### src/rtl/simmem_release_scheduler.sv
// simmem_release_scheduler
//   Releases messages out of one simmem message bank (write-response or
//   read-data). Each handshake grants at most one enabled slot, chosen
//   round-robin. The granted slot index goes to the bank output stage. The
//   one-hot of the released slot goes back to the delay calculator, which
//   retires that slot.
//
//   Handshake: the offer is out_valid_o/out_addr_o, and a release happens in
//   any cycle with out_valid_o && out_ready_i. Once raised, the offer is never
//   withdrawn. out_addr_o does not change until the handshake completes.
//
// Ports
//   clk_i                  clock
//   rst_i                  synchronous, active-high reset
//   release_en_onehot_i    per-slot release enable (multi-hot)
//   out_ready_i            output stage accepts the offered slot
//   out_valid_o            a slot is being offered
//   out_addr_o             offered slot index
//   released_addr_onehot_o one-hot of the slot released this cycle, else 0
//   busy_o                 offer pending or any slot still inflight
//   release_cnt_o          (SIMMEM_RELEASE_SCHED_STATS_EN) saturating handshake count
//   stall_cnt_o            (SIMMEM_RELEASE_SCHED_STATS_EN) saturating valid&&!ready count
//
// Optional feature macro: SIMMEM_RELEASE_SCHED_STATS_EN

module simmem_release_scheduler #(
    parameter int NumSlots = 16
) (
    input  logic                        clk_i,
    input  logic                        rst_i,
    input  logic [NumSlots-1:0]         release_en_onehot_i,
    input  logic                        out_ready_i,
    output logic                        out_valid_o,
    output logic [$clog2(NumSlots)-1:0] out_addr_o,
    output logic [NumSlots-1:0]         released_addr_onehot_o,
`ifdef SIMMEM_RELEASE_SCHED_STATS_EN
    output logic [31:0]                 release_cnt_o,
    output logic [31:0]                 stall_cnt_o,
`endif
    output logic                        busy_o
);

    localparam int SlotIdxW = $clog2(NumSlots);

    typedef enum logic {
        IDLE  = 1'b0,
        OFFER = 1'b1
    } state_e;

    state_e                state_q, state_d;
    logic [SlotIdxW-1:0]   out_addr_q, out_addr_d;
    logic [SlotIdxW-1:0]   rr_ptr_q, rr_ptr_d;
    logic [NumSlots-1:0]   inflight_q, inflight_d;

    logic                  handshake;
    logic [NumSlots-1:0]   hs_onehot;
    logic [NumSlots-1:0]   eligible;
    logic [NumSlots-1:0]   eligible_after_hs;
    logic [SlotIdxW-1:0]   next_addr;
    logic                  grant_load;
    logic [SlotIdxW-1:0]   grant_idx;

    // Index following idx, wrapping at NumSlots-1 (NumSlots need not be a power of two).
    function automatic logic [SlotIdxW-1:0] inc_idx(input logic [SlotIdxW-1:0] idx);
        if (idx == SlotIdxW'(NumSlots - 1)) begin
            return '0;
        end
        return idx + 1'b1;
    endfunction

    // Round-robin pick. The vector is duplicated so that a single upward
    // priority search starting at `start` covers the wrap to slot 0.
    function automatic logic [SlotIdxW-1:0] rr_pick(input logic [NumSlots-1:0] vec,
                                                    input logic [SlotIdxW-1:0] start);
        logic [2*NumSlots-1:0] dbl;
        logic [2*NumSlots-1:0] below;
        logic [SlotIdxW:0]     idx;
        dbl   = {vec, vec};
        below = ({{(2*NumSlots-1){1'b0}}, 1'b1} << start) - 1'b1;
        dbl   = dbl & ~below;
        idx   = '0;
        for (int i = 2*NumSlots-1; i >= 0; i--) begin
            if (dbl[i]) begin
                idx = i[SlotIdxW:0];
            end
        end
        if (idx >= (SlotIdxW+1)'(NumSlots)) begin
            idx = idx - (SlotIdxW+1)'(NumSlots);
        end
        return idx[SlotIdxW-1:0];
    endfunction

    // State register
    always_ff @(posedge clk_i) begin
        if (rst_i) begin
            state_q    <= IDLE;
            out_addr_q <= '0;
            rr_ptr_q   <= '0;
            inflight_q <= '0;
        end else begin
            state_q    <= state_d;
            out_addr_q <= out_addr_d;
            rr_ptr_q   <= rr_ptr_d;
            inflight_q <= inflight_d;
        end
    end

    // The handshake is gated by reset, so no release pulse leaves during a reset cycle.
    assign handshake         = (state_q == OFFER) && out_ready_i && !rst_i;
    assign hs_onehot         = handshake ? (NumSlots'(1) << out_addr_q) : '0;
    assign eligible          = release_en_onehot_i & ~inflight_q;
    assign eligible_after_hs = eligible & ~hs_onehot;
    assign next_addr         = inc_idx(out_addr_q);

    // Next-state logic
    always_comb begin
        state_d    = state_q;
        out_addr_d = out_addr_q;
        rr_ptr_d   = rr_ptr_q;
        grant_load = 1'b0;
        grant_idx  = '0;
        // A bit clears once its enable drops. This covers the calculator's
        // one-cycle enable-clear lag. A new release sets the bit, and the set wins.
        inflight_d = (inflight_q & release_en_onehot_i) | hs_onehot;
        unique case (state_q)
            IDLE: begin
                if (|eligible) begin
                    grant_load = 1'b1;
                    grant_idx  = rr_pick(eligible, rr_ptr_q);
                    out_addr_d = grant_idx;
                    state_d    = OFFER;
                end
            end
            OFFER: begin
                if (handshake) begin
                    rr_ptr_d = next_addr;
                    // Back-to-back re-grant gives one release per cycle.
                    if (|eligible_after_hs) begin
                        grant_load = 1'b1;
                        grant_idx  = rr_pick(eligible_after_hs, next_addr);
                        out_addr_d = grant_idx;
                    end else begin
                        state_d = IDLE;
                    end
                end
            end
            default: state_d = IDLE;
        endcase
    end

    // Output logic
    always_comb begin
        out_valid_o            = (state_q == OFFER);
        out_addr_o             = out_addr_q;
        released_addr_onehot_o = hs_onehot;
        busy_o                 = (state_q == OFFER) || (|inflight_q);
    end

`ifdef SIMMEM_RELEASE_SCHED_STATS_EN
    logic [31:0] release_cnt_q, release_cnt_d;
    logic [31:0] stall_cnt_q, stall_cnt_d;

    always_comb begin
        release_cnt_d = release_cnt_q;
        stall_cnt_d   = stall_cnt_q;
        if (handshake && (release_cnt_q != '1)) begin
            release_cnt_d = release_cnt_q + 32'd1;
        end
        if ((state_q == OFFER) && !out_ready_i && (stall_cnt_q != '1)) begin
            stall_cnt_d = stall_cnt_q + 32'd1;
        end
    end

    always_ff @(posedge clk_i) begin
        if (rst_i) begin
            release_cnt_q <= '0;
            stall_cnt_q   <= '0;
        end else begin
            release_cnt_q <= release_cnt_d;
            stall_cnt_q   <= stall_cnt_d;
        end
    end

    assign release_cnt_o = release_cnt_q;
    assign stall_cnt_o   = stall_cnt_q;
`endif

    // Protocol and consistency checks
    a_released_onehot0 : assert property (@(posedge clk_i) disable iff (rst_i)
        $onehot0(released_addr_onehot_o));
    a_offer_stable : assert property (@(posedge clk_i) disable iff (rst_i)
        (out_valid_o && !out_ready_i) |=> (out_valid_o && $stable(out_addr_o)));
    a_grant_enabled : assert property (@(posedge clk_i) disable iff (rst_i)
        grant_load |-> release_en_onehot_i[grant_idx]);
    a_no_enable_withdraw : assert property (@(posedge clk_i) disable iff (rst_i)
        out_valid_o |-> release_en_onehot_i[out_addr_o]);

endmodule

### config.mk
export PLATFORM = sky130hd
export DESIGN_NAME = simmem_release_scheduler
export DESIGN_NICKNAME = d
export VERILOG_FILES = /design/src/rtl/simmem_release_scheduler.sv
export SDC_FILE = /design/constraint.sdc
export NUM_CORES = 1
export LEC_CHECK = 0
export CORE_ASPECT_RATIO = 0.5
export CORE_UTILIZATION = 59
export DETAILED_ROUTE_END_ITERATION = 6
export DONT_BUFFER_PORTS = 1
export PLACE_DENSITY = 0.78
export SYNTH_ARGS = -nofsm -noshare
export SYNTH_HDL_FRONTEND = slang
export SYNTH_SLANG_ARGS = --single-unit
### constraint.sdc
create_clock -name clk_i -period 3.1 [get_ports clk_i]
set_input_delay 0 -clock clk_i [delete_from_list [all_inputs] [get_ports clk_i]]
set_output_delay 0 -clock clk_i [all_outputs]
set_load 0.05 [all_outputs]
Word level (Yosys, flattened, before mapping)
Cells that the tools add are included.
{ "op_classes": {"addsub": 5, "order_cmp": 2, "n_eq_ne": 4, "n_shift": 3, "muxes": 83, "bitwise_logic": 11, "reduce_logical": 9} }
{ "op_table": {"columns": ["op", "n"], "rows": [
  ["5-bit two-way mux", 69],
  ["32-bit bitwise AND", 2],
  ["32-bit inverter", 2],
  ["1-bit by 4-bit left shift with 32-bit output (first input constant)", 2],
  ["32-bit by 1-bit subtractor with 32-bit output (second input constant)", 2],
  ["16-bit bitwise AND", 3],
  ["16-bit OR reduction", 3],
  ["16-bit inverter", 2],
  ["4-bit two-way mux", 7],
  ["16-bit two-way mux", 1],
  ["16-bit bitwise OR", 1],
  ["1-bit by 4-bit left shift with 16-bit output (first input constant)", 1],
  ["5-bit greater-or-equal comparator (second input constant)", 2],
  ["4-bit one-hot mux with 2 select lines", 1],
  ["4-bit by 1-bit subtractor with 4-bit output (second input constant)", 2],
  ["4-bit by 1-bit adder with 4-bit output (second input constant)", 1],
  ["4-bit equality test (second input constant)", 1],
  ["1-bit two-way mux", 4],
  ["2-bit by 1-bit != test with 1-bit output (second input constant)", 2],
  ["3-bit AND reduction", 1],
  ["1-bit logical AND", 2],
  ["2-bit != test (second input constant)", 1],
  ["1-bit one-hot mux with 2 select lines", 1],
  ["2-bit AND reduction", 1],
  ["other kinds (3)", 3]
]} }
{ "totals": {"reg_bits": 25, "in_bits": 19, "output_inout_bits": 22, "word_cells": 121} }

Logic depth before layout (Yosys ltp)
Gate-level depths: netlist of run 1.
{ "logic_depth": {"word_depth": 47, "depth_mapped": 15, "ltp_nobuf": 13} }

Worst setup path before layout of run 1
Ideal clock, no wire load.
{ "synth_timing": {"path_type": "reg-to-reg", "startpoint": "register out_addr_q[1] (netlist: out_addr_o[1])", "endpoint": "register out_addr_q[1] (netlist: out_addr_o[1])", "setup_time_ns": 0.131, "arrival_time_ns": 3.913, "required_ns": 2.969, "path_slack_ns": -0.944, "stages_incl_launch_ff": 11, "n_path_buf": 0, "synth_period_minus_slack_ns": 4.044, "cell_sequence": "dfxtp_1 ha_1 nand4b_1 nor3_1 nor2_1 and3b_1 or4_1 nor2_1 nand4_1 a311oi_1 nor4_1"} }
{ "synth_via": {"elab_cells_between_ends": 56, "classes_between": "add/sub: 3; order compare: 1; eq/ne: 2; shift: 2; mux: 42; bitwise: 4; reduce/logical: 2"} }
{ "synth_lines": {"columns": ["element", "line", "text"], "rows": [
  ["from (decl)", "51", "logic [SlotIdxW-1:0] out_addr_q, out_addr_d;"],
  ["from (signal assigned)", "102", "out_addr_q <= out_addr_d;"],
  ["1-bit by 4-bit left shift with 16-bit output *", "110", "assign hs_onehot = handshake ? (NumSlots'(1) << out_addr_q) : '0;"],
  ["16-bit two-way mux *", "110", null],
  ["named net released_addr_onehot_o[2]", "35", "output logic [NumSlots-1:0] released_addr_onehot_o,"],
  ["16-bit inverter *", "112", "assign eligible_after_hs = eligible & ~hs_onehot;"],
  ["16-bit bitwise AND *", "112", null],
  ["32-bit bitwise AND", "80", "dbl = dbl & ~below;"],
  ["5-bit two-way mux (19 in a row)", "83", "if (dbl[i]) begin"],
  ["5-bit two-way mux", "138", "if (|eligible_after_hs) begin"],
  ["5-bit two-way mux", "135", "if (handshake) begin"],
  ["5-bit two-way mux", "125", "unique case (state_q)"],
  ["4-bit by 1-bit subtractor with 4-bit output or 5-bit greater-or-equal comparator (tied branches)", "88, 87", null],
  ["4-bit two-way mux", "87", "if (idx >= (SlotIdxW+1)'(NumSlots)) begin"],
  ["4-bit two-way mux", "138", null],
  ["4-bit two-way mux", "135", null],
  ["4-bit one-hot mux with 2 select lines", "125", null]
]} }
Mark *: on every way through the listed nets, which the timed path passes. The rest lies on a longest branch. The select of a mux whose other input is x is not followed.
A chain may end at the register's enable or synchronous reset.

Final worst setup path of run 1
{ "layout_timing": {"startpoint": "register out_addr_q[0] (netlist: out_addr_o[0])", "endpoint": "register out_addr_q[1] (netlist: out_addr_o[1])"} }
{ "layout_via": {"elab_chain_len": 47, "elab_cells_between_ends": 56, "classes_between": "add/sub: 3; order compare: 1; eq/ne: 2; shift: 2; mux: 42; bitwise: 4; reduce/logical: 2"} }
{ "layout_rtl": {"columns": ["element"], "rows": [
  ["branches (longest 47 deep; another with 32-bit by 1-bit subtractor with 32-bit output)"]
]} }
Several ways; the timed one is not identified. The select of a mux whose other input is x is not followed.

==> parameters.txt, run 1 <==
Parameter                              Value

Run status
  Result of the run    complete, but fails checks
  Violations in the final reports    DRC

Timing
  Number of max-slew violations in the final report    0
  Endpoints failing setup    0
  Hold Violations, Final    0
  Actual transition at the worst max-transition pin    0.682 ns
  Maximum clock rate    328 MHz
  Accumulated negative setup slack    0 ns
  Post-route clock skew    0.0110 ns
  Unrepaired setup endpoints after global routing    yes
  Portion of the clock cycle consumed by the worst path in the final layout    98.5%
  Max transition margin    54.5%
  Clock period minus worst slack    3.05 ns

Die
  Die outline width    110 µm
  Die Outline Area    0.00615 mm²
  Effective utilization at floorplan    62.0%
  Floorplan Core Area    0.00554 mm²
  Boundary Pins    41
  Number of core rows    19
  Chip Height    55.9 µm

Power
  Leak pwr    1.90 nW
  Sw frac    44.6%
  Overall Power    0.00168 W
  Net Sw Power    0.000750 W
  Worst vdd ir    322 µV
  Relative contribution of combinational cells to total power    60.9%
  Power density cells    372 mW/mm²
  Sequential share of power    20.7%
  Cell-internal power    0.000932 W
  Clock Power Share    18.4%

Clocking
  Clock tree buffer depth    2
  Skew-Pair Late Insertion Delay    0.28 ns
  Clock slew at reported path FFs    0.08 ns
  Inserted Clock Buffers    3
  Clock tree from TritonCTS    built
  Clock Root Buffer    sky130_fd_sc_hd__clkbuf_16
  # H-tree levels    1
  Clock net sink count    25

Finish
  Number of fillers in the final layout    371
  Layout cells sized above 1    23.6%
  Highest-count cells in the layout ignoring fill and taps    sky130_fd_sc_hd__buf_4 (92), sky130_fd_sc_hd__nor2_1 (61), sky130_fd_sc_hd__nand2_1 (48), sky130_fd_sc_hd__a21oi_1 (46), sky130_fd_sc_hd__o21ai_0 (31)
  Commonest non-fill, non-tap cell in the layout    sky130_fd_sc_hd__buf_4
  Final Util    81.6%
  Count of antenna diodes in the layout    0
  Count of nets after finishing    633
  Summed area of non-filler cells in the final layout    0.00452 mm²
  Area growth from synthesis to final layout    31.6%

Setup path
  CP Data Arrival Time    3.20 ns
  Crit Reg-Reg Startpoint    out_addr_o[0]$_SDFFE_PP0P_
  Crit-path max cell delay    0.35 ns
  Ordered cell list for the critical path    ha_2, buf_4, buf_4, a21o_1, nand3_1, ha_4, o21ai_4, buf_4, nor4_4, buf_4, buf_4, nor3_1, o21ai_0, nand4_1, a311oi_1, nor4_1
  Slowest cell on crit path    sky130_fd_sc_hd__dfxtp_4
  Class of the most critical setup path    reg -> reg
  Worst setup path startpoint    out_addr_o[0]$_SDFFE_PP0P_
  Setup crit start kind    flop
  Most numerous cell on the critical path    sky130_fd_sc_hd__buf_4
  Kind of capture point of the worst setup path    flop
  Critical Path RT    3.25 ns
  Critical path fanouts, max    7
  Setup slack of the worst register-to-register path    0.05 ns

Synthesis
  Number of enable-type register cells in the synthesized netlist    0
  Synth warn    0
  Main synth FF type    sky130_fd_sc_hd__dfxtp_1
  Cell taking the most area after synthesis    sky130_fd_sc_hd__dfxtp_1
  Number of distinct standard cells referenced by the synthesized netlist    76
  Synthesized instance count    506
  Fraction of post-synthesis cell area in the top cell type by area    14.6%
  Proportion of synthesized chip area in sequential cells    14.6%
  Synthesized area    0.00343 mm²
  Fraction of registers with async set or reset after synthesis    0%
  Cell types occupying the most area after synthesis    sky130_fd_sc_hd__dfxtp_1 (15%), sky130_fd_sc_hd__a21oi_1 (7.0%), sky130_fd_sc_hd__nor2_1 (6.8%), sky130_fd_sc_hd__ha_1 (5.8%), sky130_fd_sc_hd__nand2_1 (5.2%)
  Average footprint of a synthesized cell    6.79 µm²
  Mapped Nets    541
  Register bit count reported by yosys    25

Drt
  Via count normalized by instance count    7.04
  First-pass iteration count of the detailed router    7
  Total detailed-routing wirelength    15100 µm
  Starting DRT DRC Count    669
  Vias after detailed routing    4720
  Antenna Violating Nets Remaining    0
  Drt wl/cell    22.5 µm
  Remaining DRCs    5

Global route
  Antenna violations before repair    1
  Grt total ovfl    0
  Global-route wire length before repair    23300 µm
  Total GRT Usage    51.1%
  Number of global-route vias before repair    4319
  Maximum number of pins on one net before global-route repair    30

Worst hold path
  Path type of the worst min-delay path    in -> reg
  Startpoint of the tightest hold check path    rst_i

Place
  Post-DP Area    0.00412 mm²
  Estimated wirelength of the detail-placed design    10700 µm
  Quantity of I/O buffers inserted on ports    0
  Placer's final routability congestion estimate    1.11

Flow run
  Max-cap check violation count    0
## critical path: cells and delay by family, from the launching register on
kind | cells | cell delay [ns]
buffers and inverters | 5 | 0.78
adder cells (fa/ha/maj) | 2 | 0.39
AND/OR/NAND/NOR | 5 | 0.64
AO/OA/AOI/OAI | 4 | 0.77
flip-flops | 1 | 0.35
## logic make-up after synthesis
kind of cell | after synthesis | share of synthesized area, %
adder cells (fa/ha/maj) | 16 | 5.83
AO/OA/AOI/OAI | 166 | 31.5
XOR/XNOR | 5 | 1.82
AND/OR/NAND/NOR | 246 | 38.2
buffers and inverters | 41 | 5.58
multiplexers | 7 | 2.55
flip-flops | 25 | 14.6
## power by group through the flow
stage / registers, W / clock network, W / logic [W]
5_1_grt: 0.000349 / 0.000326 / 0.00109
6_report: 0.000348 / 0.000310 / 0.00102
3_5_place_dp: 0.000354 / 0 / 0.000907
3_3_place_gp: 0.000353 / 0 / 0.000898
2_1_floorplan: 0.000379 / 0 / 0.000571
4_1_cts: 0.000347 / 0.000309 / 0.000922
## stage by stage
step	hold WS (ns)	setup WS, ns	std cells
2_1_floorplan	0.140	0.00250	506
3_3_place_gp	0.0716	0.0477	641
3_5_place_dp	0.0731	-0.0374	641
4_1_cts	0.125	0.00170	665
5_1_grt	0.147	-0.0848	670
6_report	0.124	0.0479	670
## Yosys cell counts (4+ instances only)
library cell / instances
sky130_fd_sc_hd__ha_1: 16
sky130_fd_sc_hd__nor4_1: 9
sky130_fd_sc_hd__nand3b_1: 4
sky130_fd_sc_hd__a31oi_1: 9
sky130_fd_sc_hd__o211ai_1: 7
sky130_fd_sc_hd__mux2i_1: 5
sky130_fd_sc_hd__and3b_1: 4
sky130_fd_sc_hd__o21ai_0: 35
sky130_fd_sc_hd__a21boi_0: 4
sky130_fd_sc_hd__nand2_1: 48
sky130_fd_sc_hd__nand3_1: 18
sky130_fd_sc_hd__buf_2: 7
sky130_fd_sc_hd__nor2b_1: 17
sky130_fd_sc_hd__clkbuf_1: 14
sky130_fd_sc_hd__a21o_1: 6
sky130_fd_sc_hd__a211oi_1: 4
sky130_fd_sc_hd__nand4_1: 6
sky130_fd_sc_hd__nand2b_1: 17
sky130_fd_sc_hd__o21ai_1: 6
sky130_fd_sc_hd__nand4b_1: 4
sky130_fd_sc_hd__nor3_1: 19
sky130_fd_sc_hd__dfxtp_1: 25
sky130_fd_sc_hd__nor2_1: 62
sky130_fd_sc_hd__a21oi_1: 48
sky130_fd_sc_hd__inv_1: 16
sky130_fd_sc_hd__o21a_1: 4
sky130_fd_sc_hd__o22ai_1: 5
sky130_fd_sc_hd__o2111ai_1: 4
sky130_fd_sc_hd__nor3b_1: 4
sky130_fd_sc_hd__and2_1: 5
sky130_fd_sc_hd__and4b_1: 4
## final timing paths
| path | cells past startpoint | to |
|---|---|---|
| min | 3 | out_addr_o[2]$_SDFFE_PP0P_ |
| min reg2reg | 2 | inflight_q[1]$_SDFF_PP0_ |
| max | 16 | out_addr_o[1]$_SDFFE_PP0P_ |
| max reg2reg | 16 | out_addr_o[1]$_SDFFE_PP0P_ |
## routing by layer
metal	GRT usage (%)	share of wire [%]	vias up	wire length (µm)
met5	1.79	0	-	0
met4	22.7	6.4	0	957
met3	24.2	16	129	2450
met2	71.3	40	437	6020
met1	66.0	37	2091	5630
li1	-	-	2063	-
## repair_timing
action,CTS,global route
pin swaps,0,2
setup buffers,0,5
hold buffers,20,0
resized for setup,1,21
endpoints found under the hold margin,25,0
setup endpoints to repair,2,5
## state kept, by name (all words and copies together) (netlist names)
signal / flops
out_valid_o: 1
out_addr_o: 4
rr_ptr_q: 4
inflight_q: 16
## cell type report
cell class / instances / area, µm² / share of cell area, %
Sequential cell: 25 / 513 / 11.4
Tap cell: 73 / 91.3 / 2.02
Timing Repair Buffer: 112 / 891 / 19.7
Clock inverter: 1 / 6.26 / 0.138
Inverter: 16 / 63.8 / 1.41
Multi-Input combinational cell: 440 / 2880 / 63.7
Clock buffer: 3 / 75.1 / 1.66
(Power assumes the default switching activity.)
==> inputs of run 2 (changes only) <==
- CORE_ASPECT_RATIO: 0.5 -> not set
==> run 2 against run 1 <==
Compared with the run above:
- the flow still finishes with violations (DRC)
- wire length is 4.1% lower
- count of clock-buffer cells in the layout stayed put
- setup slack worse by 0.023 ns
- critical endpoint is now out_addr_o[3]$_SDFFE_PP0P_
- sequential power is 2% higher
- via count is 0.38% lower
- register-to-register slack worse by 0.02 ns
- global-route usage is 5.8 points lower
- clock power is 33% lower
==> parameters.txt, run 2 (synthesis results as in run 1) <==
Parameter                              Value

Timing
  Clock period minus worst slack    3.07 ns (was 3.05 ns)
  Post-route clock skew    0.00315 ns (was 0.0110 ns)
  Number of max-slew violations in the final report    0 (unchanged)
  Max transition margin    53.2% (was 54.5%)
  Unrepaired setup endpoints after global routing    yes (unchanged)
  Hold Violations, Final    0 (unchanged)
  Accumulated negative setup slack    0 ns (unchanged)
  Smallest setup slack after layout    0.0253 ns (was 0.0479 ns)
  Endpoints failing setup    0 (unchanged)
  Actual transition at the worst max-transition pin    0.700 ns (was 0.682 ns)
  Portion of the clock cycle consumed by the worst path in the final layout    99.2% (was 98.5%)
  Maximum clock rate    325 MHz (was 328 MHz)

Run status
  Violations in the final reports    DRC (unchanged)
  Result of the run    complete, but fails checks (unchanged)

Setup path
  Class of the most critical setup path    reg -> reg (unchanged)
  CP Data Arrival Time    3.21 ns (was 3.20 ns)
  Dominant delay contributor by cell family on the critical path    simple AND/OR/NAND/NOR gates (was buffers and inverters)
  Critical Path RT    3.24 ns (was 3.25 ns)
  Most numerous cell on the critical path    sky130_fd_sc_hd__ha_4 (was sky130_fd_sc_hd__buf_4)
  Kind of capture point of the worst setup path    flop (unchanged)
  Setup slack of the worst register-to-register path    0.03 ns (was 0.05 ns)
  Crit-path max cell delay    0.55 ns (was 0.35 ns)
  Setup crit start kind    flop (unchanged)
  Number of cells traversed by the worst register-to-register path    11 (was 16)
  Slowest cell on crit path    sky130_fd_sc_hd__or4b_1 (was sky130_fd_sc_hd__dfxtp_4)
  Ordered cell list for the critical path    ha_4, ha_4, or2_1, o22ai_1, o21ai_4, nor3_1, nand3b_1, o21ai_1, or4b_1, a311oi_2, nor4_1 (was ha_2, buf_4, buf_4, a21o_1, nand3_1, ha_4, o21ai_4, buf_4, nor4_4, buf_4, buf_4, nor3_1, o21ai_0, nand4_1, a311oi_1, nor4_1)
  Critical path depth    11 (was 16)
  Buffer and inverter count on the worst path    0 (was 5)
  Critical path fanouts, max    8 (was 7)

Die
  Die outline width    78.3 µm (was 110 µm)
  Floorplan Core Area    0.00557 mm² (was 0.00554 mm²)
  Effective utilization at floorplan    61.6% (was 62.0%)
  Die Outline Area    0.00613 mm² (was 0.00615 mm²)
  Chip Height    78.3 µm (was 55.9 µm)
  Number of core rows    27 (was 19)
  Boundary Pins    41 (unchanged)

Place
  Estimated wirelength of the detail-placed design    10500 µm (was 10700 µm)
  Quantity of I/O buffers inserted on ports    0 (unchanged)
  Worst slack at placement    -0.0605 ns (was -0.0374 ns)
  Count of placed standard cells including taps    631 (was 641)
  Placer's final routability congestion estimate    1.04 (was 1.11)

Finish
  Area occupied by multi-input gates    0.00299 mm² (was 0.00288 mm²)
  Layout cells sized above 1    25.9% (was 23.6%)
  Area growth from synthesis to final layout    33.7% (was 31.6%)
  Register with the most flip-flops    inflight_q (unchanged)
  Highest-count cells in the layout ignoring fill and taps    sky130_fd_sc_hd__buf_4 (87), sky130_fd_sc_hd__nor2_1 (59), sky130_fd_sc_hd__nand2_1 (47), sky130_fd_sc_hd__a21oi_1 (46), sky130_fd_sc_hd__o21ai_0 (30) (was sky130_fd_sc_hd__buf_4 (92), sky130_fd_sc_hd__nor2_1 (61), sky130_fd_sc_hd__nand2_1 (48), sky130_fd_sc_hd__a21oi_1 (46), sky130_fd_sc_hd__o21ai_0 (31))
  Total area of sequential cells    513 µm² (unchanged)
  Commonest non-fill, non-tap cell in the layout    sky130_fd_sc_hd__buf_4 (unchanged)
  Number of fillers in the final layout    405 (was 371)
  Count of nets after finishing    631 (was 633)
  Final std cells w/o fill    667 (was 670)
  Max reg flops    16 (unchanged)
  Count of antenna diodes in the layout    0 (unchanged)

Drt
  First-pass iteration count of the detailed router    7 (unchanged)
  Starting DRT DRC Count    887 (was 669)
  Via count normalized by instance count    7.05 (was 7.04)
  Remaining DRCs    37 (was 5)
  Total detailed-routing wirelength    14400 µm (was 15100 µm)
  Antenna Violating Nets Remaining    0 (unchanged)
  Vias after detailed routing    4702 (was 4720)
  Drt wl/cell    21.6 µm (was 22.5 µm)

Global route
  Grt total ovfl    0 (unchanged)
  Total GRT Usage    45.3% (was 51.1%)
  Number of global-route vias before repair    4396 (was 4319)
  Global-route wire length before repair    21600 µm (was 23300 µm)
  Maximum number of pins on one net before global-route repair    25 (was 30)
  Antenna violations before repair    0 (was 1)

Power
  Power density cells    366 mW/mm² (was 372 mW/mm²)
  Leak pwr    1.88 nW (was 1.90 nW)
  Worst vdd ir    245 µV (was 322 µV)
  Overall Power    0.00168 W (about the same)

Worst hold path
  Number of stages on the worst hold path    3 (unchanged)
  Path type of the worst min-delay path    in -> reg (unchanged)

Flow run
  Max-cap check violation count    0 (unchanged)

Clocking
  Clock tree buffer depth    2 (unchanged)
  Inserted Clock Buffers    3 (unchanged)
  Clock slew at reported path FFs    0.10 ns (was 0.08 ns)
  Clock Root Buffer    sky130_fd_sc_hd__clkbuf_8 (was sky130_fd_sc_hd__clkbuf_16)
  Skew-Pair Late Insertion Delay    0.28 ns (about the same)
  # H-tree levels    1 (unchanged)
  Clock net sink count    25 (unchanged)
  Clock tree from TritonCTS    built (unchanged)
==> run 2: changes by cell type in the layout (fill, tap and decap cells not counted), moves of 3 or more <==
cell and delta:
sky130_fd_sc_hd__clkbuf_8 +3, sky130_fd_sc_hd__clkbuf_16 -3, sky130_fd_sc_hd__buf_6 +3, sky130_fd_sc_hd__nor4_1 -3, sky130_fd_sc_hd__nor4_2 +3, sky130_fd_sc_hd__buf_4 -5
==> run 2: metal layers <==
| metal | GRT usage (%) | wire (µm) | part of all wire [%] |
|---|---|---|---|
| met5 | 0 | 0 | 0 |
| met3 | 12.4 | 2120 | 15 |
| met4 | 18.1 | 627 | 4.3 |
| met1 | 59.4 | 5570 | 39 |
| met2 | 69.8 | 6120 | 42 |
==> run 2: per-stage QoR <==
stage / instance area (µm²) / hold slack (ns) / utilization [%]
after floorplan: 3520 / 0.140 / -
after global placement: 4050 / 0.0719 / 72.7
after detailed placement: 4050 / 0.0739 / 72.7
after CTS: 4350 / 0.0682 / 78.1
after global routing: 4590 / 0.0985 / 82.4
final: 4590 / 0.0770 / 82.4
==> run 2: worst min-delay path: stages <==
cell and delay, ns:
sky130_fd_sc_hd__nand2_1 0.14, sky130_fd_sc_hd__nand2_1 0.11, sky130_fd_sc_hd__a21oi_1 0.06
==> run 2: what timing repair did <==
action	CTS	global route
buffers inserted	2	10
resized for setup	7	39
setup endpoints to repair	4	4
hold buffers	20	0
hold endpoints to repair	25	0
pin swaps	4	17
==> run 2: power by group <==
part | switching [W] | internal, W
clock network | 0.000119 | 0.0000904
registers | 0.0000197 | 0.000334
logic | 0.000636 | 0.000479
==> run 2: path summary, 6_finish.rpt <==
kind	from	to
worst max-delay path	out_addr_o[0]$_SDFFE_PP0P_	out_addr_o[3]$_SDFFE_PP0P_
worst max register to register	out_addr_o[0]$_SDFFE_PP0P_	out_addr_o[3]$_SDFFE_PP0P_
worst min register to register	inflight_q[12]$_SDFF_PP0_	inflight_q[12]$_SDFF_PP0_
worst min-delay path	out_ready_i	rr_ptr_q[1]$_SDFFE_PP0P_
==> run 2: area by class of cell <==
type | instances | share of cell area, %
multi-input cells | 440 | 65.1
repair buffers | 110 | 19.3
flip-flops and latches | 25 | 11.2
well taps | 72 | 1.96
inverters | 16 | 1.39
clock buffers | 3 | 0.899
clock inverters | 1 | 0.109
==> inputs of run 3 (changes only) <==
- ABC_AREA: not set -> 1
- CORE_UTILIZATION: 59 -> 29
- PLACE_DENSITY: 0.78 -> not set
==> run 3 against run 2 <==
Compared with the run above:
- the run ends with setup timing left
- clock skew increased by 0.0020 ns
- critical endpoint is now out_addr_o[0]$_SDFFE_PP0P_
- hold slack worse by 0.0065 ns
- largest power group unchanged
- via count fell by 15%
- critical path depth grew 33
- cell area is 2.5% lower
- maximum frequency decreased by 12%
==> parameters.txt, run 3 <==
Parameter                              Value

Finish
  Count of nets after finishing    726 (was 631)
  Commonest non-fill, non-tap cell in the layout    sky130_fd_sc_hd__nand2_1 (was sky130_fd_sc_hd__buf_4)
  Final std cells w/o fill    823 (was 667)
  Register with the most flip-flops    inflight_q (unchanged)
  Layout cells sized above 1    28.8% (was 25.9%)
  Final Util    45.0% (was 82.4%)
  Area growth from synthesis to final layout    47.5% (was 33.7%)
  Max reg flops    16 (unchanged)
  Count of antenna diodes in the layout    0 (unchanged)
  Summed area of non-filler cells in the final layout    0.00448 mm² (was 0.00459 mm²)
  Highest-count cells in the layout ignoring fill and taps    sky130_fd_sc_hd__nand2_1 (131), sky130_fd_sc_hd__buf_4 (111), sky130_fd_sc_hd__nor2_1 (102), sky130_fd_sc_hd__inv_1 (81), sky130_fd_sc_hd__a21oi_1 (36) (was sky130_fd_sc_hd__buf_4 (87), sky130_fd_sc_hd__nor2_1 (59), sky130_fd_sc_hd__nand2_1 (47), sky130_fd_sc_hd__a21oi_1 (46), sky130_fd_sc_hd__o21ai_0 (30))

Clocking
  Clock Root Buffer    sky130_fd_sc_hd__clkbuf_8 (unchanged)
  # H-tree levels    1 (unchanged)
  Clock tree from TritonCTS    built (unchanged)
  Clock tree buffer depth    2 (unchanged)
  Clock net sink count    25 (unchanged)
  Inserted Clock Buffers    3 (unchanged)
  Clock slew at reported path FFs    0.09 ns (was 0.10 ns)
  Skew-Pair Late Insertion Delay    0.28 ns (about the same)

Die
  Die Outline Area    0.0109 mm² (was 0.00613 mm²)
  Die outline width    104 µm (was 78.3 µm)
  Boundary Pins    41 (unchanged)
  Chip Height    104 µm (was 78.3 µm)
  Number of core rows    36 (was 27)
  Effective utilization at floorplan    30.5% (was 61.6%)
  Floorplan Core Area    0.00995 mm² (was 0.00557 mm²)

Global route
  Grt total ovfl    0 (unchanged)
  Maximum number of pins on one net before global-route repair    21 (was 25)
  Number of global-route vias before repair    3958 (was 4396)
  Global-route wire length before repair    18700 µm (was 21600 µm)
  Total GRT Usage    21.0% (was 45.3%)
  Antenna violations before repair    0 (unchanged)

Setup path
  Class of the most critical setup path    reg -> reg (unchanged)
  Crit Reg-Reg Startpoint    out_addr_o[0]$_SDFFE_PP0P_ (unchanged)
  Setup slack of the worst register-to-register path    -0.40 ns (was 0.03 ns)
  CP Data Arrival Time    3.68 ns (was 3.21 ns)
  Critical Path RT    3.28 ns (was 3.24 ns)
  Number of cells traversed by the worst register-to-register path    44 (was 11)
  Crit-path max cell delay    0.37 ns (was 0.55 ns)
  Setup crit start kind    flop (unchanged)
  Most numerous cell on the critical path    sky130_fd_sc_hd__nand2_1 (was sky130_fd_sc_hd__ha_4)
  Slowest cell on crit path    sky130_fd_sc_hd__dfxtp_4 (was sky130_fd_sc_hd__or4b_1)
  Kind of capture point of the worst setup path    flop (unchanged)
  Worst flop-to-flop path endpoint    out_addr_o[0]$_SDFFE_PP0P_ (was out_addr_o[3]$_SDFFE_PP0P_)
  Critical path fanouts, max    6 (was 8)

Drt
  Starting DRT DRC Count    241 (was 887)
  Total detailed-routing wirelength    11200 µm (was 14400 µm)
  Antenna Violating Nets Remaining    0 (unchanged)
  Remaining DRCs    0 (was 37)
  First-pass iteration count of the detailed router    5 (was 7)
  Drt wl/cell    13.7 µm (was 21.6 µm)
  Vias after detailed routing    4007 (was 4702)
  Via count normalized by instance count    4.87 (was 7.05)

Synthesis
  Multiplexer share of the synthesized area    0% (was 2.55%)
  Fraction of post-synthesis cell area in the top cell type by area    16.5% (was 14.6%)
  Fraction of registers with async set or reset after synthesis    0% (unchanged)
  Register bit count reported by yosys    25 (unchanged)
  XOR/XNOR share of the synthesized area    0% (was 1.82%)
  Cell types occupying the most area after synthesis    sky130_fd_sc_hd__dfxtp_1 (16%), sky130_fd_sc_hd__nand2_1 (16%), sky130_fd_sc_hd__nor2_1 (15%), sky130_fd_sc_hd__inv_1 (10%), sky130_fd_sc_hd__ha_1 (6.6%) (was sky130_fd_sc_hd__dfxtp_1 (15%), sky130_fd_sc_hd__a21oi_1 (7.0%), sky130_fd_sc_hd__nor2_1 (6.8%), sky130_fd_sc_hd__ha_1 (5.8%), sky130_fd_sc_hd__nand2_1 (5.2%))
  Dominant cell by count in the synthesized netlist    sky130_fd_sc_hd__nand2_1 (was sky130_fd_sc_hd__nor2_1)
  Synth Area in Adders    6.60% (was 5.83%)
  Synthesized instance count    562 (was 506)
  Synthesized area    0.00304 mm² (was 0.00343 mm²)
  Main combinational cell family by area after synthesis    simple AND/OR/NAND/NOR gates (unchanged)
  Proportion of synthesized chip area in sequential cells    16.5% (was 14.6%)
  Post-synthesis share of cell area spent on and, or, nand and nor gates    48.2% (was 38.2%)
  Average footprint of a synthesized cell    5.40 µm² (was 6.79 µm²)
  Mapped Nets    597 (was 541)
  Compound-gate portion of the synthesized area    15.9% (was 31.5%)
  Main synth FF type    sky130_fd_sc_hd__dfxtp_1 (unchanged)
  Synth warn    0 (unchanged)
  Number of distinct standard cells referenced by the synthesized netlist    37 (was 76)
  Cell taking the most area after synthesis    sky130_fd_sc_hd__dfxtp_1 (unchanged)
  Number of enable-type register cells in the synthesized netlist    0 (unchanged)
  Top cells by count, synth    sky130_fd_sc_hd__nand2_1 (133), sky130_fd_sc_hd__nor2_1 (123), sky130_fd_sc_hd__inv_1 (84) (was sky130_fd_sc_hd__nor2_1 (62), sky130_fd_sc_hd__a21oi_1 (48), sky130_fd_sc_hd__nand2_1 (48))

Timing
  Hold Violations, Final    0 (unchanged)
  Endpoints failing setup    2 (was 0)
  Actual transition at the worst max-transition pin    0.966 ns (was 0.700 ns)
  Portion of the clock cycle consumed by the worst path in the final layout    113% (was 99.2%)
  Max transition margin    35.6% (was 53.2%)
  Smallest setup slack after layout    -0.401 ns (was 0.0253 ns)
  Post-route clock skew    0.00512 ns (was 0.00315 ns)
  Number of max-slew violations in the final report    0 (unchanged)
  Unrepaired setup endpoints after global routing    yes (unchanged)
  Clock period minus worst slack    3.50 ns (was 3.07 ns)
  Maximum clock rate    286 MHz (was 325 MHz)

Power
  Overall Power    0.00147 W (was 0.00168 W)
  Leak pwr    2.26 nW (was 1.88 nW)
  Power density cells    329 mW/mm² (was 366 mW/mm²)
  Worst vdd ir    153 µV (was 245 µV)

Worst hold path
  Worst hold endpoint    rr_ptr_q[2]$_SDFFE_PP0P_ (was rr_ptr_q[1]$_SDFFE_PP0P_)
  Startpoint of the tightest hold check path    out_ready_i (unchanged)
  Path type of the worst min-delay path    in -> reg (unchanged)
  Number of stages on the worst hold path    4 (was 3)

Place
  Quantity of I/O buffers inserted on ports    0 (unchanged)
  Count of placed standard cells including taps    798 (was 631)
  Estimated wirelength of the detail-placed design    9420 µm (was 10500 µm)
  Post-DP Area    0.00417 mm² (was 0.00405 mm²)
  Placer's final routability congestion estimate    0.929 (was 1.04)

Run status
  Result of the run    complete, but fails checks (unchanged)
  Violations in the final reports    setup timing (was DRC)

Flow run
  Max-cap check violation count    0 (unchanged)
-- run 3: cell types whose count changed after synthesis, moves of 9 or more --
cell,delta
sky130_fd_sc_hd__nand2_1,+85
sky130_fd_sc_hd__inv_1,+68
sky130_fd_sc_hd__nor2_1,+61
sky130_fd_sc_hd__nand2b_1,-17
sky130_fd_sc_hd__nor2b_1,-17
sky130_fd_sc_hd__inv_2,+12
sky130_fd_sc_hd__a21oi_1,-11
sky130_fd_sc_hd__clkbuf_1,-9
sky130_fd_sc_hd__o21ai_0,-9
-- run 3: cell families after synthesis --
kind of cell | Yosys count
flops | 25
fa+ha+maj | 16
compound gates | 85
simple gates | 333
buf+inv | 103
-- run 3: worst max path at each step --
stage	startpoint	endpoint	slack, ns	depth (start not counted)
after floorplan	out_addr_o[2]$_SDFFE_PP0P_	out_addr_o[0]$_SDFFE_PP0P_	-0.31	46
after global placement	out_addr_o[0]$_SDFFE_PP0P_	out_addr_o[0]$_SDFFE_PP0P_	-0.39	44
after detailed placement	out_addr_o[0]$_SDFFE_PP0P_	out_addr_o[0]$_SDFFE_PP0P_	-0.41	44
after CTS	out_addr_o[0]$_SDFFE_PP0P_	out_addr_o[0]$_SDFFE_PP0P_	-0.38	44
after global routing	out_addr_o[0]$_SDFFE_PP0P_	out_addr_o[0]$_SDFFE_PP0P_	-0.79	45
final	out_addr_o[0]$_SDFFE_PP0P_	out_addr_o[0]$_SDFFE_PP0P_	-0.40	44
-- run 3: layout make-up --
cell class              count  area [µm²]
fillers                  1052        5480
inverters                  97         369
repair buffers            130        1040
clock buffers               4        45.0
well taps                 133         166
flip-flops and latches     25         513
multi-input cells         434        2350
-- run 3: critical path, delay by kind of cell (launching register included) --
kind,cells,cell delay (ns)
AOI/OAI and AO/OA,1,0.05
adders and majority gates,3,0.65
buffers and inverters,1,0.04
DFF,1,0.37
and+or+nand+nor,39,2.29
-- run 3: per-layer routing --
layer	track usage, %	share of wire [%]
met2	37.3	49
met4	8.06	2.6
met3	2.13	4.1
met5	0	0
met1	25.9	45
-- run 3: through the flow --
stage / hold WS [ns] / TNS [ns] / setup slack [ns]
final: 0.0705 / -0.694 / -0.401
after detailed placement: 0.0790 / -0.701 / -0.412
after global placement: 0.0762 / -0.639 / -0.386
after floorplan: 0.141 / -0.306 / -0.306
after global routing: 0.109 / -1.65 / -0.787
after CTS: 0.0712 / -0.601 / -0.377
-- run 3: timing repair --
item                       in CTS  in global routing
hold endpoints to repair       25                  0
setup endpoints to repair       2                  4
pin swaps                       7                  3
setup buffers                   2                  1
resized for setup               8                  8
hold buffers                   18                  0
cloned                          0                  0
-- run 3: report_power, final --
| part | total, W | leakage (nW) | internal (W) | switching [W] |
|---|---|---|---|---|
| Clock | 0.000205 | 0.0228 | 0.0000924 | 0.000113 |
| Combinational | 0.000924 | 2.04 | 0.000393 | 0.000530 |
| Sequential | 0.000345 | 0.206 | 0.000333 | 0.0000126 |
